==> src/rtl/piso_tx_pkg.sv <==
`default_nettype none
// ============================================================================
// Package    : shift_pkg
// Description: Shared definitions for the piso_tx serializer: FSM state
//              encoding, default word width and a counter-width helper.
//              PAR state is present only when PISO_TX_PARITY_EN is defined.
// Revision   : 1.0 - initial release
// ============================================================================
package shift_pkg;

  localparam int DEFAULT_WIDTH = 4;

  typedef enum logic [1:0] {
    IDLE  = 2'd0,
    SHIFT = 2'd1
`ifdef PISO_TX_PARITY_EN
    ,
    PAR   = 2'd2
`endif
  } state_e;

  // Bits needed to index WIDTH positions (at least one bit).
  function automatic int cnt_width(input int w);
    return (w > 1) ? $clog2(w) : 1;
  endfunction

endpackage
`default_nettype wire

==> src/rtl/piso_tx_if.sv <==
`default_nettype none
// ============================================================================
// Interface  : piso_tx_if
// Description: Load handshake and serial output bundle of piso_tx.
//              master = word source / serial consumer, slave = serializer.
// Revision   : 1.0 - initial release
// ============================================================================
interface piso_tx_if
  import shift_pkg::*;
#(
  parameter int WIDTH = DEFAULT_WIDTH
);
  logic [WIDTH-1:0] pi;
  logic             load_valid;
  logic             load_ready;
  logic             so;
  logic             so_valid;
  logic             busy;
  logic             done;

  modport master (
    output pi, load_valid,
    input  load_ready, so, so_valid, busy, done
  );

  modport slave (
    input  pi, load_valid,
    output load_ready, so, so_valid, busy, done
  );
endinterface
`default_nettype wire

==> src/rtl/piso_tx_bit_counter.sv <==
`default_nettype none
// ============================================================================
// Module     : bit_counter
// Description: Frame bit index. Counts 0..WIDTH-1 while en is high and wraps
//              to 0 after the last position; last flags index WIDTH-1.
// Revision   : 1.0 - initial release
// ============================================================================
module bit_counter
  import shift_pkg::*;
#(
  parameter int WIDTH = DEFAULT_WIDTH
) (
  input  logic                         clk,
  input  logic                         rst,
  input  logic                         en,
  output logic [cnt_width(WIDTH)-1:0]  count,
  output logic                         last
);
  localparam int CW = cnt_width(WIDTH);

  logic [CW-1:0] count_q;

  // Advance one position per enabled cycle, wrapping at the last data bit.
  always_ff @(posedge clk or posedge rst) begin
    if (rst) begin
      count_q <= '0;
    end else if (en) begin
      if (last) begin
        count_q <= '0;
      end else begin
        count_q <= count_q + 1'b1;
      end
    end
  end

  assign count = count_q;
  assign last  = (count_q == CW'(WIDTH - 1));
endmodule
`default_nettype wire

==> src/rtl/piso_tx.sv <==
`default_nettype none
// ============================================================================
// Module     : piso_tx
// Description: Parallel-in serial-out transmitter. Accepts a WIDTH-bit word on
//              a valid/ready handshake and emits it one bit per cycle, MSB or
//              LSB first. A new word may be accepted on the final bit so that
//              frames run back to back. Define PISO_TX_PARITY_EN to append an
//              even-parity bit to every frame.
// Revision   : 1.0 - initial release
// ============================================================================
module piso_tx
  import shift_pkg::*;
#(
  parameter int WIDTH     = DEFAULT_WIDTH,
  parameter bit MSB_FIRST = 1'b1
) (
  input  logic       clk,
  input  logic       rst,
  piso_tx_if.slave   bus
);
  localparam int CW = cnt_width(WIDTH);

  state_e            state_q;
  logic [WIDTH-1:0]  sr_q;
  logic              so_q;
  logic              so_valid_q;
  logic              busy_q;
  logic              done_q;
`ifdef PISO_TX_PARITY_EN
  logic              par_q;
`endif

  logic [CW-1:0]     w_count;
  logic              w_last;
  logic              w_accept;
  logic              w_first_bit;
  logic              w_next_bit;
  logic [WIDTH-1:0]  w_load_sr;
  logic [WIDTH-1:0]  w_shift_sr;
`ifndef PISO_TX_PARITY_EN
  logic              w_pre_last;
`endif

  // The first bit goes straight to so at accept; sr_q holds the remaining
  // bits already aligned so the next one always sits at the exit position.
  generate
    if (MSB_FIRST) begin : g_msb_first
      assign w_first_bit = bus.pi[WIDTH-1];
      assign w_load_sr   = {bus.pi[WIDTH-2:0], 1'b0};
      assign w_next_bit  = sr_q[WIDTH-1];
      assign w_shift_sr  = {sr_q[WIDTH-2:0], 1'b0};
    end else begin : g_lsb_first
      assign w_first_bit = bus.pi[0];
      assign w_load_sr   = {1'b0, bus.pi[WIDTH-1:1]};
      assign w_next_bit  = sr_q[0];
      assign w_shift_sr  = {1'b0, sr_q[WIDTH-1:1]};
    end
  endgenerate

  bit_counter #(
    .WIDTH (WIDTH)
  ) u_bit_counter (
    .clk   (clk),
    .rst   (rst),
    .en    (state_q == SHIFT),
    .count (w_count),
    .last  (w_last)
  );

  // Ready in IDLE and on the final frame bit, which is exactly when done_q is set.
  assign w_accept = bus.load_valid && bus.load_ready;

`ifndef PISO_TX_PARITY_EN
  // The bit about to be shifted out next is the last data bit.
  assign w_pre_last = (w_count == CW'(WIDTH - 2));
`endif

  // Frame sequencer: load on accept, shift one bit per cycle, close on the final bit.
  always_ff @(posedge clk or posedge rst) begin
    if (rst) begin
      state_q    <= IDLE;
      sr_q       <= '0;
      so_q       <= 1'b0;
      so_valid_q <= 1'b0;
      busy_q     <= 1'b0;
      done_q     <= 1'b0;
`ifdef PISO_TX_PARITY_EN
      par_q      <= 1'b0;
`endif
    end else if (w_accept) begin
      state_q    <= SHIFT;
      sr_q       <= w_load_sr;
      so_q       <= w_first_bit;
      so_valid_q <= 1'b1;
      busy_q     <= 1'b1;
      done_q     <= 1'b0;
`ifdef PISO_TX_PARITY_EN
      par_q      <= ^bus.pi;
`endif
    end else begin
      case (state_q)
        SHIFT: begin
          if (!w_last) begin
            so_q <= w_next_bit;
            sr_q <= w_shift_sr;
`ifdef PISO_TX_PARITY_EN
            done_q <= 1'b0;
`else
            done_q <= w_pre_last;
`endif
          end else begin
`ifdef PISO_TX_PARITY_EN
            state_q <= PAR;
            so_q    <= par_q;
            done_q  <= 1'b1;
`else
            state_q    <= IDLE;
            so_q       <= 1'b0;
            so_valid_q <= 1'b0;
            busy_q     <= 1'b0;
            done_q     <= 1'b0;
`endif
          end
        end
        // IDLE, and the parity cycle ending without a follow-on word.
        default: begin
          state_q    <= IDLE;
          so_q       <= 1'b0;
          so_valid_q <= 1'b0;
          busy_q     <= 1'b0;
          done_q     <= 1'b0;
        end
      endcase
    end
  end

  assign bus.so         = so_q;
  assign bus.so_valid   = so_valid_q;
  assign bus.busy       = busy_q;
  assign bus.done       = done_q;
  assign bus.load_ready = (state_q == IDLE) || done_q;
endmodule
`default_nettype wire

==> src/flat_wrapper.sv <==
// flat-port wrapper written by rule: the top's interface ports become plain ports
module piso_tx_flat import shift_pkg::*;
#(
  parameter int WIDTH     = DEFAULT_WIDTH,
  parameter bit MSB_FIRST = 1'b1
)
  (clk, rst, bus_pi, bus_load_valid, bus_load_ready, bus_so, bus_so_valid, bus_busy, bus_done);
  piso_tx_if #(.WIDTH(WIDTH)) bus_i ();
  input  logic clk;
  input  logic rst;
  input wire logic [$bits(bus_i.pi)-1:0] bus_pi;
  input wire logic [$bits(bus_i.load_valid)-1:0] bus_load_valid;
  output wire logic [$bits(bus_i.load_ready)-1:0] bus_load_ready;
  output wire logic [$bits(bus_i.so)-1:0] bus_so;
  output wire logic [$bits(bus_i.so_valid)-1:0] bus_so_valid;
  output wire logic [$bits(bus_i.busy)-1:0] bus_busy;
  output wire logic [$bits(bus_i.done)-1:0] bus_done;
  assign bus_i.pi = bus_pi;
  assign bus_i.load_valid = bus_load_valid;
  assign bus_load_ready = bus_i.load_ready;
  assign bus_so = bus_i.so;
  assign bus_so_valid = bus_i.so_valid;
  assign bus_busy = bus_i.busy;
  assign bus_done = bus_i.done;
  piso_tx #(.WIDTH(WIDTH), .MSB_FIRST(MSB_FIRST)) u_core (.clk(clk), .rst(rst), .bus(bus_i));
endmodule
==> config.mk <==
export PLATFORM = sky130hd
export DESIGN_NAME = piso_tx_flat
export DESIGN_NICKNAME = d
export VERILOG_FILES = /design/src/rtl/piso_tx_pkg.sv /design/src/rtl/piso_tx_if.sv /design/src/rtl/piso_tx_bit_counter.sv /design/src/rtl/piso_tx.sv /design/src/flat_wrapper.sv
export SDC_FILE = /design/constraint.sdc
export NUM_CORES = 1
export LEC_CHECK = 0
export CAP_MARGIN = 40
export CORE_AREA = 4 4 41 43
export DETAILED_ROUTE_END_ITERATION = 10
export DIE_AREA = 0 0 45 47
export GPL_TIMING_DRIVEN = 0
export PLACE_DENSITY_LB_ADDON = 0.08
export SLEW_MARGIN = 40
export SYNTH_ARGS = -nofsm -noshare
export SYNTH_HDL_FRONTEND = slang
export SYNTH_SLANG_ARGS = --single-unit
==> constraint.sdc <==
create_clock -name clk -period 2.2 [get_ports clk]
set_clock_uncertainty 0.2 [all_clocks]
set_input_delay 0.33 -clock clk [delete_from_list [all_inputs] [get_ports clk]]
set_output_delay 0.33 -clock clk [all_outputs]
set_load 0.05 [all_outputs]
* After elaboration in Yosys (flattened, before gate mapping)
Cells that the tools add are included.
** Storage, ports and cells
- Register bits after elaboration :: 11
- Bits in latches :: 0
- RAM bits :: 0
- Memory bits (read-only) :: 0
- Input port bits :: 7
- Output and inout port bits :: 5
- Word-level logic and storage cells :: 33
- Memories kept :: 0
** Operators by class
- $add $sub $neg :: 1
- $mul :: 0
- Div/mod/pow operators :: 0
- $lt $le $gt $ge :: 0
- Eq/ne operators :: 5
- Shift-type cells :: 0
- Mux-type cells :: 16
- Bitwise operators :: 0
- Reductions and logical operators :: 5
** Operators by type and width (count)
- 4-bit two-way mux :: 3
- 1-bit two-way mux :: 9
- 2-bit two-way mux :: 4
- 2-bit == test (second input constant) :: 2
- 3-bit by 1-bit inequality test with 1-bit output (second input constant) :: 1
- 2-bit by 1-bit adder with 2-bit output (second input constant) :: 1
- 2-bit by 1-bit == test with 1-bit output (second input constant) :: 1
- 2-bit logical NOT :: 1
- 2-bit inequality test (second input constant) :: 1
- 2-bit AND reduction :: 1
- 2-bit nonzero test :: 1
- 1-bit logical AND :: 1
- 1-bit logical OR :: 1

* Longest topological paths before layout
Gate-level depths: netlist of the first run.
- Depth in word-level cells :: 5
- Gate-level depth with buffers :: 4
- Gate-level depth less buffers :: 4

* Modules after synthesis
A second synthesis of the first run with hierarchy kept.
** Unflattened totals
- Cell total of the unflattened synthesis :: 33
- Area, all modules :: 394.1 sq um
** Modules (own cells, without submodules)
- piso_tx :: instances 1, cells each 26, area each 296.5 sq um, seq. area each 150.1 sq um
- bit_counter :: instances 1, cells each 7, area each 97.6 sq um, seq. area each 50.0 sq um

* Least setup slack after synthesis of the first run
Ideal clock, no wire load.
- Path type :: reg2reg
- Start point :: register, netlist name u_core.bus.so_valid
- End point :: register u_core.so_q, in the netlist u_core.bus.so
- Setup time :: 125 ps
- Arrival :: 1827 ps
- Required time :: 1875 ps
- Slack :: 48 ps
- Stages on the path, launching flop included :: 4
- Buffers on the path :: 0
- Period minus slack after synthesis :: 2152 ps
- Cell sequence :: dfrtp_1 nand2b_1 nand2_1 mux2_2
** RTL lines
- end signal, assigned :: line piso_tx.sv:93 : so_q <= w_first_bit;
- end signal, assigned :: line piso_tx.sv:104 : so_q <= w_next_bit;
- end, declared :: line piso_tx.sv:25 : logic so_q;

==> impl_metrics.env, run 1 <==
export IMPL_min_period_over_period=0.9596
export IMPL_r2r_end="u_core.sr_q[3]"
export IMPL_antenna_found_initial=0
export IMPL_area_growth_pct=40.07
export IMPL_layout_common_cells="clkdlybuf4s50_1 (9), dfrtp_1 (8), inv_1 (4)"
export IMPL_finalWeightedCongestion=0.6814
export IMPL_finalSetupTns_ns=0
export IMPL_cts_root_buf="clkbuf_4"
export IMPL_core_area_um2=1301
export IMPL_clock_power_share=0.132
export IMPL_wire_per_inst_um=11.95
export IMPL_drive_gt1_frac=0.2045
export IMPL_worstSetupPathType="flop to output pin"
export IMPL_htree_levels=1
export IMPL_drt_first_pass_iters=1
export IMPL_fin_crit_ns=2.111
export IMPL_outcome="finished clean"
export IMPL_final_area_um2=520.5
export IMPL_grt_pass1_wl_um=1193
export IMPL_r2r_start="u_core.u_bit_counter.count[1]"
export IMPL_grt_max_degree=9
export IMPL_fp_dieW_um=45
export IMPL_via_per_inst=4.254
export IMPL_row_count=13
export IMPL_final_common_cell="clkdlybuf4s50_1"
export IMPL_critPathArrivalTime_ns=1.58
export IMPL_maxCapViolCount=0
export IMPL_clk_pin_slew_worst_paths_ns=0.05
export IMPL_crit_chain="clkdlybuf4s50_1"
export IMPL_die_h_um=47
export IMPL_rr_worst_depth=4
export IMPL_drt_iter0_drc=0
export IMPL_syn_inst=30
export IMPL_post_cts_buffers=0
export IMPL_synthDistinctLibCells=13
export IMPL_grt_pass1_vias=268
export IMPL_syn_num_nets=39
export IMPL_n_fill_cell=135
export IMPL_startpoint_type="flop"
export IMPL_synth_largest_area_cell="dfrtp_1"
export IMPL_nets=55
export IMPL_powerDensity_nw_per_um2=1625
export IMPL_final_setup_viol_count=0
export IMPL_yosys_top_cells_area="dfrtp_1 (54%), mux2_2 (9.1%), ha_1 (6.7%)"
export IMPL_synthesis_area_um2=371.6
export IMPL_dp_hpwl_um=543
export IMPL_cts_root_to_sink_buffers=2
export IMPL_start_util=0.2856
export IMPL_max_slew_margin=0.6641
export IMPL_cts_resized=2
export IMPL_peakVddDrop_mv=0.5176
export IMPL_fin_util=0.4000
export IMPL_min_path_type="primary input to async pin"
export IMPL_placedInstanceArea_um2=500.5
export IMPL_fmax_ghz=0.4737
export IMPL_grt_setup_unrepaired="false"
export IMPL_clk_latency_ns=0.25
export IMPL_avgSynthCellArea_um2=12.39
export IMPL_cp_num_buf_inv=1
export IMPL_port_buffers=11
export IMPL_cts_hold_buf=0
export IMPL_wirelength_um=705
export IMPL_synth_warnings=0
export IMPL_n_antenna_cell=0
export IMPL_p_switching_mw=0.3737
export IMPL_cts_tree="built"
export IMPL_io_pin_count=12
export IMPL_drc=0
export IMPL_track_usage=0.08393
export IMPL_path_max_fanout=7
export IMPL_drv_slew=0
export IMPL_cp_slowest_stage_delay_ns=0.85
export IMPL_cts_sinks=8
export IMPL_synth_seq_cells=8
export IMPL_swShare=0.4417
export IMPL_required_ns=1.67
export IMPL_power_frac_seq=0.316
export IMPL_critical_path_top_delay_family="buffers and inverters"
export IMPL_worst_pin_slew_ns=0.5022
export IMPL_cell_internal_pwr_mw=0.4723
export IMPL_hold_viol=0
export IMPL_p_leak_nw=0.2640
export IMPL_die_area_um2=2115
export IMPL_ant_nets=0
export IMPL_cts_buffers=3
export IMPL_vias=251
export IMPL_p_comb_frac=0.553
export IMPL_worstSetupEndpointType="output pin"
export IMPL_synth_top_area_share=0.5387
export IMPL_overflow=0
export IMPL_reg2reg_slack_ns=0.49
export IMPL_slowest_stage="clkdlybuf4s50_1"
export IMPL_synth_seq_area_share=0.5387
==> stage by stage <==
| stage | cells | worst slack [ns] | power [mW] | hold slack, ns |
|---|---|---|---|---|
| 2_1_floorplan | 30 | 0.04787 | 0.6170 | -0.05434 |
| 3_3_place_gp | 56 | 0.2875 | 0.7440 | 0.2901 |
| 3_5_place_dp | 56 | 0.2583 | 0.7641 | 0.2972 |
| 4_1_cts | 59 | 0.07111 | 0.8621 | 0.1444 |
| 5_1_grt | 59 | 0.05219 | 0.9021 | 0.1735 |
| 6_report | 59 | 0.08885 | 0.8460 | 0.1331 |
==> power groups by stage <==
| stage | registers (mW) | clock network [mW] | logic, mW |
|---|---|---|---|
| final | 0.267 | 0.112 | 0.467 |
| after global routing | 0.275 | 0.120 | 0.507 |
| after CTS | 0.268 | 0.116 | 0.477 |
| after detailed placement | 0.271 | 0 | 0.493 |
| after global placement | 0.265 | 0 | 0.479 |
| after floorplan | 0.344 | 0 | 0.273 |
==> area by class of cell <==
type                       instances  area, um2  share of cell area
buffer                             1      7.507             0.01442
sequential                         8      200.2              0.3846
timing repair buffer              11      107.6              0.2067
tap                               15      18.77             0.03606
multi-input combinational         17      148.9              0.2861
clock buffer                       3      22.52             0.04327
inverter                           4      15.01             0.02885
==> worst max-delay path by stage <==
stage | slack (ns) | to | from | cells after the start
floorplan | 0.05 | u_core.bus.so | u_core.bus.so_valid | 3
global placement | 0.29 | bus_so_valid | u_core.bus.so_valid | 2
detailed placement | 0.26 | bus_load_ready | u_core.bus.so_valid | 2
CTS | 0.07 | bus_busy | u_core.bus.so_valid | 1
global route | 0.05 | bus_busy | u_core.bus.so_valid | 1
finish | 0.09 | bus_busy | u_core.bus.so_valid | 1
==> Yosys cell counts, drive strengths merged <==
library cell,instances
a31o,1
and3,2
buf,1
dfrtp,8
ha,2
inv,4
mux2,5
mux2i,2
nand2,2
nand2b,2
nor2,1
==> registers in the layout (all words and copies together) (netlist names) <==
register / flops
u_core.bus.so: 1
u_core.bus.so_valid: 1
u_core.u_bit_counter.count: 2
u_core.bus.done: 1
u_core.sr_q: 3
==> layer usage <==
layer / vias to the layer above / part of all wire / track usage
met5: - / 0 / 0
met2: 12 / 0.44 / 0.1186
li1: 126 / - / -
met3: 3 / 0.081 / 0.02299
met1: 110 / 0.45 / 0.09882
met4: 0 / 0.035 / 0.08772
==> kinds of logic (layout without fill, tap and decap cells) <==
group	after synthesis	in the layout	synth area share
compound gates	1	1	0.02357
fa+ha+maj	2	2	0.06733
buf+inv	5	19	0.06060
flops	8	8	0.5387
mux	7	7	0.2054
simple gates	7	7	0.1044
Power figures use the tool's default switching activity.
==> run 2: changes to the inputs <==
--- a/config.mk
+++ b/config.mk
@@ -11,6 +11,7 @@
 export DIE_AREA = 0 0 45 47
 export GPL_TIMING_DRIVEN = 0
 export PLACE_DENSITY_LB_ADDON = 0.08
+export SKIP_LAST_GASP = 1
 export SLEW_MARGIN = 40
 export SYNTH_ARGS = -nofsm -noshare
 export SYNTH_HDL_FRONTEND = slang
==> results of run 2 <==
Final layout, timing and power as in run 1 (identical DEF).
==> run 3: changes to the inputs <==
--- a/config.mk
+++ b/config.mk
@@ -7,6 +7,7 @@
 export LEC_CHECK = 0
 export CAP_MARGIN = 40
 export CORE_AREA = 4 4 41 43
+export CTS_CLUSTER_SIZE = 24
 export DETAILED_ROUTE_END_ITERATION = 10
 export DIE_AREA = 0 0 45 47
 export GPL_TIMING_DRIVEN = 0
==> results of run 3 <==
Final layout, timing and power as in run 1 (identical DEF).
==> RTL change 1 (flow settings as in run 2) <==
The package constant `DEFAULT_WIDTH` goes from 4 to 3.
--- a/src/rtl/piso_tx_pkg.sv
+++ b/src/rtl/piso_tx_pkg.sv
@@ -10,3 +10,3 @@
 
-  localparam int DEFAULT_WIDTH = 4;
+  localparam int DEFAULT_WIDTH = 3;
 
Interface: changed (resized bus_pi); port bits go from 12 to 11. No check against the original RTL was run, so the function may have changed too.
==> RTL change 1 against run 2 <==
- routed wire length increased by 0.28%
- design area decreased by 5.5%
- highest routed layer unchanged
- power increased by 2.5%
- combinational power increased by 13%
- sequential cell count decreased by 1
- area after synthesis decreased by 6.4%
- synthesized cell count decreased by 3.3%
- count of clock-buffer cells in the layout increased by 1
- setup slack improved by 52 ps
- clock power increased by 5%
==> RTL change 1: results (changes against run 2) <==
| Group | Parameter | Reported | Delta |
|:---|:---|:---|:---|
| run status | Outcome | finished, final reports clean |  |
| power | Power density over the cells | 1760 nW/um^2 | +8.5% |
| synth | Commonest cells post-synth | dfrtp_1, inv_1, buf_6, nand2_1, nand3_1 |  |
| critical path | Critical Path Sink | bus_so_valid |  |
| critical path | Worst path top cell family by delay | buffers and inverters |  |
| sta | Worst setup slack after layout | 141 ps | +52.2 ps |
| power | P_clk | 0.000118 W | +5% |
| sta | Relative slew slack | 0.668 | +0.00383 |
| global routing | First-pass GRT wire length | 1.15 mm | -3.4% |
| sta | Worst hold slack | 114 ps | -18.7 ps |
| placed design | GP Congestion | 0.653 | -4.2% |
| route | Number of vias per cell | 4.60 | +8.2% |
| global routing | Vias in the first global route | 279 | +4.1% |
| global routing | Pin count of the biggest net entering global routing | 10 | +1 |
| power | Sequential fraction of design power | 0.256 | -0.060 |
| route | 1st-iter DRT viols | 4 | +4 |
| critical path | Standard cell with the maximum stage delay on the critical path | clkdlybuf4s50_1 |  |
| power | Maximum VDD drop | 504 uV | -2.5% |
| critical path | Launch instance of the worst register-to-register path | u_core.bus.so_valid$_DFFE_PP0P_ |  |
| critical path | Arrival time of data at the critical path endpoint | 1530 ps | -50 ps |
| critical path | Reg-to-Reg End | u_core.sr_q[2]$_DFFE_PP0P_ |  |
| cts | Number of gates given a new drive strength after cts | 1 | -1 |
| placed design | Pre-CTS worst setup slack | 163 ps | -95.8 ps |
| synth | Sequential share of the synthesized area | 0.504 | -0.0351 |
| placed design | Detailed placement HPWL | 522 um | -3.8% |
| synth | Ys Warns | 0 | unchanged |
| route | Router iterations before antenna repair | 2 | +1 |
| cts | Number of buffers added for setup after CTS | 0 | unchanged |
| critical path | Max FO, Critical Path | 3 | -4 |
| critical path | Critical setup path kind | register to output pin |  |
| sta | Number of slew-limit violations in the final report | 0 | unchanged |
| critical path | Worst R2R Path Depth | 5 | +1 |
| power | Internal power of the cells | 0.000480 W | +1.7% |
| cts | H-tree Lvls | 1 | unchanged |
| synth | Number of nets produced by synthesis | 35 | -10% |
| cells and area | # nets final | 50 | -9.1% |
| power | Static Leakage | 0.226 nW | -14% |
| synth | Synth top area cells | dfrtp_1, buf_6, a22o_4 |  |
| placed design | Port Buffer Count | 10 | -1 |
| cells and area | Share of final-layout standard cells stronger than drive strength 1 | 0.233 | +0.0280 |
| critical path | Setup slack of the worst register-to-register path | 810 ps | +320 ps |
| critical path | Maximum cell stage delay along the critical path | 780 ps | -70 ps |
| cells and area | ANT cells | 0 | unchanged |
| route | Detailed Route WL | 707 um | +0.28% |
| global routing | Global router's overall resource usage | 0.0813 | -0.00259 |
| placed design | Cell area reported after detailed placement | 467 sq um | -6.7% |
| synth | Count of unique library cells instantiated by Yosys | 18 | +5 |
| cts | Worst-skew pair later-pin latency | 250 ps | about the same |
==> RTL change 1: changes by cell type in the layout (fill, tap and decap cells not counted), moves of 2 or more <==
cell	delta
buf_6	+2
and3_1	-2
nand3_1	+2
mux2_2	-3
mux2_1	-2
ha_1	-2
==> RTL change 1: area by class of cell <==
class / count / area, sq um
multi-input combinational: 16 / 131
fill: 139 / 810
sequential: 7 / 175
tap: 15 / 18.8
buffer: 3 / 30.0
clock buffer: 4 / 26.3
timing repair buffer: 10 / 98.8
inverter: 3 / 11.3
==> RTL change 1: stage by stage <==
step / util / std cells
global placement: 0.359 / 54
detailed placement: 0.359 / 54
floorplan: - / 29
global route: 0.378 / 58
finish: 0.378 / 58
CTS: 0.378 / 58
==> RTL change 1: per-layer routing <==
| metal | global-route usage | vias to the layer above | wire length [um] |
|---|---|---|---|
| li1 | - | 130 | - |
| met3 | 0.0230 | 2 | 57 |
| met4 | 0.0877 | 0 | 6 |
| met1 | 0.0911 | 127 | 287 |
| met5 | 0 | - | 0 |
| met2 | 0.119 | 8 | 356 |
==> RTL change 1: kinds of logic (layout without fill, tap and decap cells) <==
logic type / count (synthesis) / count (layout) / synth area share
compound gates: 8 / 8 / 0.209
flops: 7 / 7 / 0.504
simple gates: 7 / 7 / 0.140
buf+inv: 6 / 20 / 0.119
mux: 1 / 1 / 0.0288
==> RTL change 1: how the worst min path moves through the flow <==
| stage | end |
|---|---|
| 6_report | u_core.sr_q[1]$_DFFE_PP0P_ |
| 5_1_grt | u_core.bus.done$_DFF_PP0_ |
| 4_1_cts | u_core.bus.done$_DFF_PP0_ |
| 3_5_place_dp | u_core.u_bit_counter.count[0]$_DFFE_PP0P_ |
| 3_3_place_gp | u_core.u_bit_counter.count[0]$_DFFE_PP0P_ |
| 2_1_floorplan | u_core.bus.done$_DFF_PP0_ |
==> RTL change 2 (config.mk and constraints of run 2) <==
Without the edit above. Make the reset (`rst`) synchronous in 2 clocked blocks.
--- a/src/rtl/piso_tx_bit_counter.sv
+++ b/src/rtl/piso_tx_bit_counter.sv
@@ -23,3 +23,3 @@
   // Advance one position per enabled cycle, wrapping at the last data bit.
-  always_ff @(posedge clk or posedge rst) begin
+  always_ff @(posedge clk) begin
     if (rst) begin
--- a/src/rtl/piso_tx.sv
+++ b/src/rtl/piso_tx.sv
@@ -78,3 +78,3 @@
   // Frame sequencer: load on accept, shift one bit per cycle, close on the final bit.
-  always_ff @(posedge clk or posedge rst) begin
+  always_ff @(posedge clk) begin
     if (rst) begin
Behaviour: differs if rst is asserted again (counterexample within 4 cycles, from zero or initial values and one cycle with rst high); with rst held inactive, the same outputs for 10 cycles.
==> RTL change 2 against run 2 <==
- area after synthesis is 0.67% lower
- critical path type unchanged
- setup slack better by 34 ps
- design area is 1.7% lower
- routed wire length is 3.4% higher
- sequential cell count stayed put
- via count is 22% higher
Power is not compared: it rests on default switching activity, and its combinational part moved more than twofold at a synthesized area within 25%.
==> RTL change 2: results (changes against run 2) <==
| Group | Parameter | Reported | Delta |
|:---|:---|:---|:---|
| critical path | Reg-to-Reg End | u_core.sr_q[2]$_SDFFE_PP0P_ |  |
| synth | Synth top area cells | dfxtp_1, a211oi_2, ha_1 |  |
| cts | CTS Buf Count | 3 | unchanged |
| cells and area | # nets final | 61 | +11% |
| synth | Sequential share of the synthesized area | 0.434 | -0.105 |
| cts | CTS clk-pin slew, worst paths | 50 ps | about the same |
| critical path | Arrival time of data at the critical path endpoint | 1550 ps | -30 ps |
| synth | Fraction of synthesis flops using an asynchronous set or reset pin | 0 | -1.00 |
| cells and area | Fillers | 138 | +2.2% |
| cells and area | Share of final-layout standard cells stronger than drive strength 1 | 0.200 | -0.00455 |
| placed design | GP Congestion | 0.656 | -3.8% |
| route | 1st-iter DRT viols | 0 | unchanged |
| cts | H-tree Lvls | 1 | unchanged |
| global routing | Global router's overall resource usage | 0.0849 | +0.000988 |
| placed design | Detailed placement HPWL | 574 um | +5.6% |
| cts | Deepest clock path buffer count | 2 | unchanged |
| run status | Outcome | finished, final reports clean |  |
| global routing | First-pass GRT wire length | 1.20 mm | +0.59% |
| critical path | Launch instance of the worst register-to-register path | u_core.u_bit_counter.count[1]$_SDFFE_PP0P_ |  |
| synth | Commonest cells post-synth | dfxtp_1, a21oi_1 |  |
| sta | Final Hold Vio Count | 0 | unchanged |
| placed design | Pre-CTS worst setup slack | 210 ps | -48.5 ps |
| worst hold path | Source of the worst hold timing path | rst |  |
| synth | Number of nets produced by synthesis | 46 | +18% |
| synth | Count of unique library cells instantiated by Yosys | 20 | +7 |
| global routing | Vias in the first global route | 266 | -0.75% |
| placed design | Port Buffer Count | 10 | -1 |
| sta | Relative slew slack | 0.666 | +0.00222 |
| worst hold path | Worst hold path class | input port to register |  |
| route | Detailed Route WL | 729 um | +3.4% |
| global routing | Initial antenna violation count | 0 | unchanged |
| critical path | Maximum cell stage delay along the critical path | 850 ps | about the same |
| critical path | Setup slack of the worst register-to-register path | 800 ps | +310 ps |
| sta | Worst hold slack | 249 ps | +116 ps |
| critical path | Max FO, Critical Path | 8 | +1 |
| synth | Share of the synthesized area in the top cell type | 0.434 | -0.105 |
| global routing | Pin count of the biggest net entering global routing | 9 | unchanged |
| route | Number of vias per cell | 4.69 | +10% |
RTL change 2: logic make-up (layout without fill, tap and decap cells):
logic type | Yosys count | after routing | share of synthesized area
AOI/OAI and AO/OA | 8 | 8 | 0.169
adders and majority gates | 2 | 2 | 0.0678
buffers and inverters | 5 | 18 | 0.0610
DFF | 8 | 8 | 0.434
muxes | 3 | 3 | 0.0847
and+or+nand+nor | 11 | 11 | 0.183
RTL change 2: power by group:
group	leakage (nW)	internal, W	switching (W)
Clock	0.0138	0.0000621	0.0000457
Sequential	0.0659	0.000156	0.00000795
Combinational	0.139	0.0000373	0.0000492
Total	0.219	0.000256	0.000103
RTL change 2: final cells by class:
class / instances / area, sq um / area share
timing repair buffer: 10 / 101 / 0.198
clock buffer: 3 / 22.5 / 0.0440
sequential: 8 / 160 / 0.313
tap: 15 / 18.8 / 0.0367
buffer: 2 / 11.3 / 0.0220
inverter: 3 / 11.3 / 0.0220
multi-input combinational: 24 / 186 / 0.364
RTL change 2: through the flow:
step / instance area [sq um] / std cells
detailed placement: 488 / 62
floorplan: 369 / 37
CTS: 509 / 65
finish: 512 / 65
global placement: 488 / 62
global route: 512 / 65
RTL change 2: what timing repair did:
action                     4_1_cts  5_1_grt
gates resized for setup          1        1
setup endpoints to repair        1        1
setup buffers                    0        0
gates cloned                     0        0
RTL change 2: worst max-delay path by stage:
| stage | from | end | slack, ps | cells past startpoint |
|---|---|---|---|---|
| 2_1_floorplan | u_core.bus.done$_SDFF_PP0_ | u_core.bus.done$_SDFF_PP0_ | 480 | 4 |
| 3_3_place_gp | u_core.state_q[0]$_SDFFE_PP0P_ | bus_load_ready | 230 | 3 |
| 3_5_place_dp | u_core.state_q[0]$_SDFFE_PP0P_ | bus_load_ready | 210 | 3 |
| 4_1_cts | u_core.state_q[0]$_SDFFE_PP0P_ | bus_so_valid | 10 | 2 |
| 5_1_grt | u_core.state_q[0]$_SDFFE_PP0P_ | bus_busy | 50 | 1 |
| 6_report | u_core.state_q[0]$_SDFFE_PP0P_ | bus_busy | 120 | 1 |
RTL change 2: metal layers:
| layer | track usage | part of all wire | vias up |
|---|---|---|---|
| li1 | - | - | 157 |
| met4 | 0.0351 | 0.0055 | 0 |
| met2 | 0.124 | 0.46 | 10 |
| met1 | 0.0899 | 0.44 | 136 |
| met5 | 0 | 0 | - |
| met3 | 0.0690 | 0.093 | 2 |
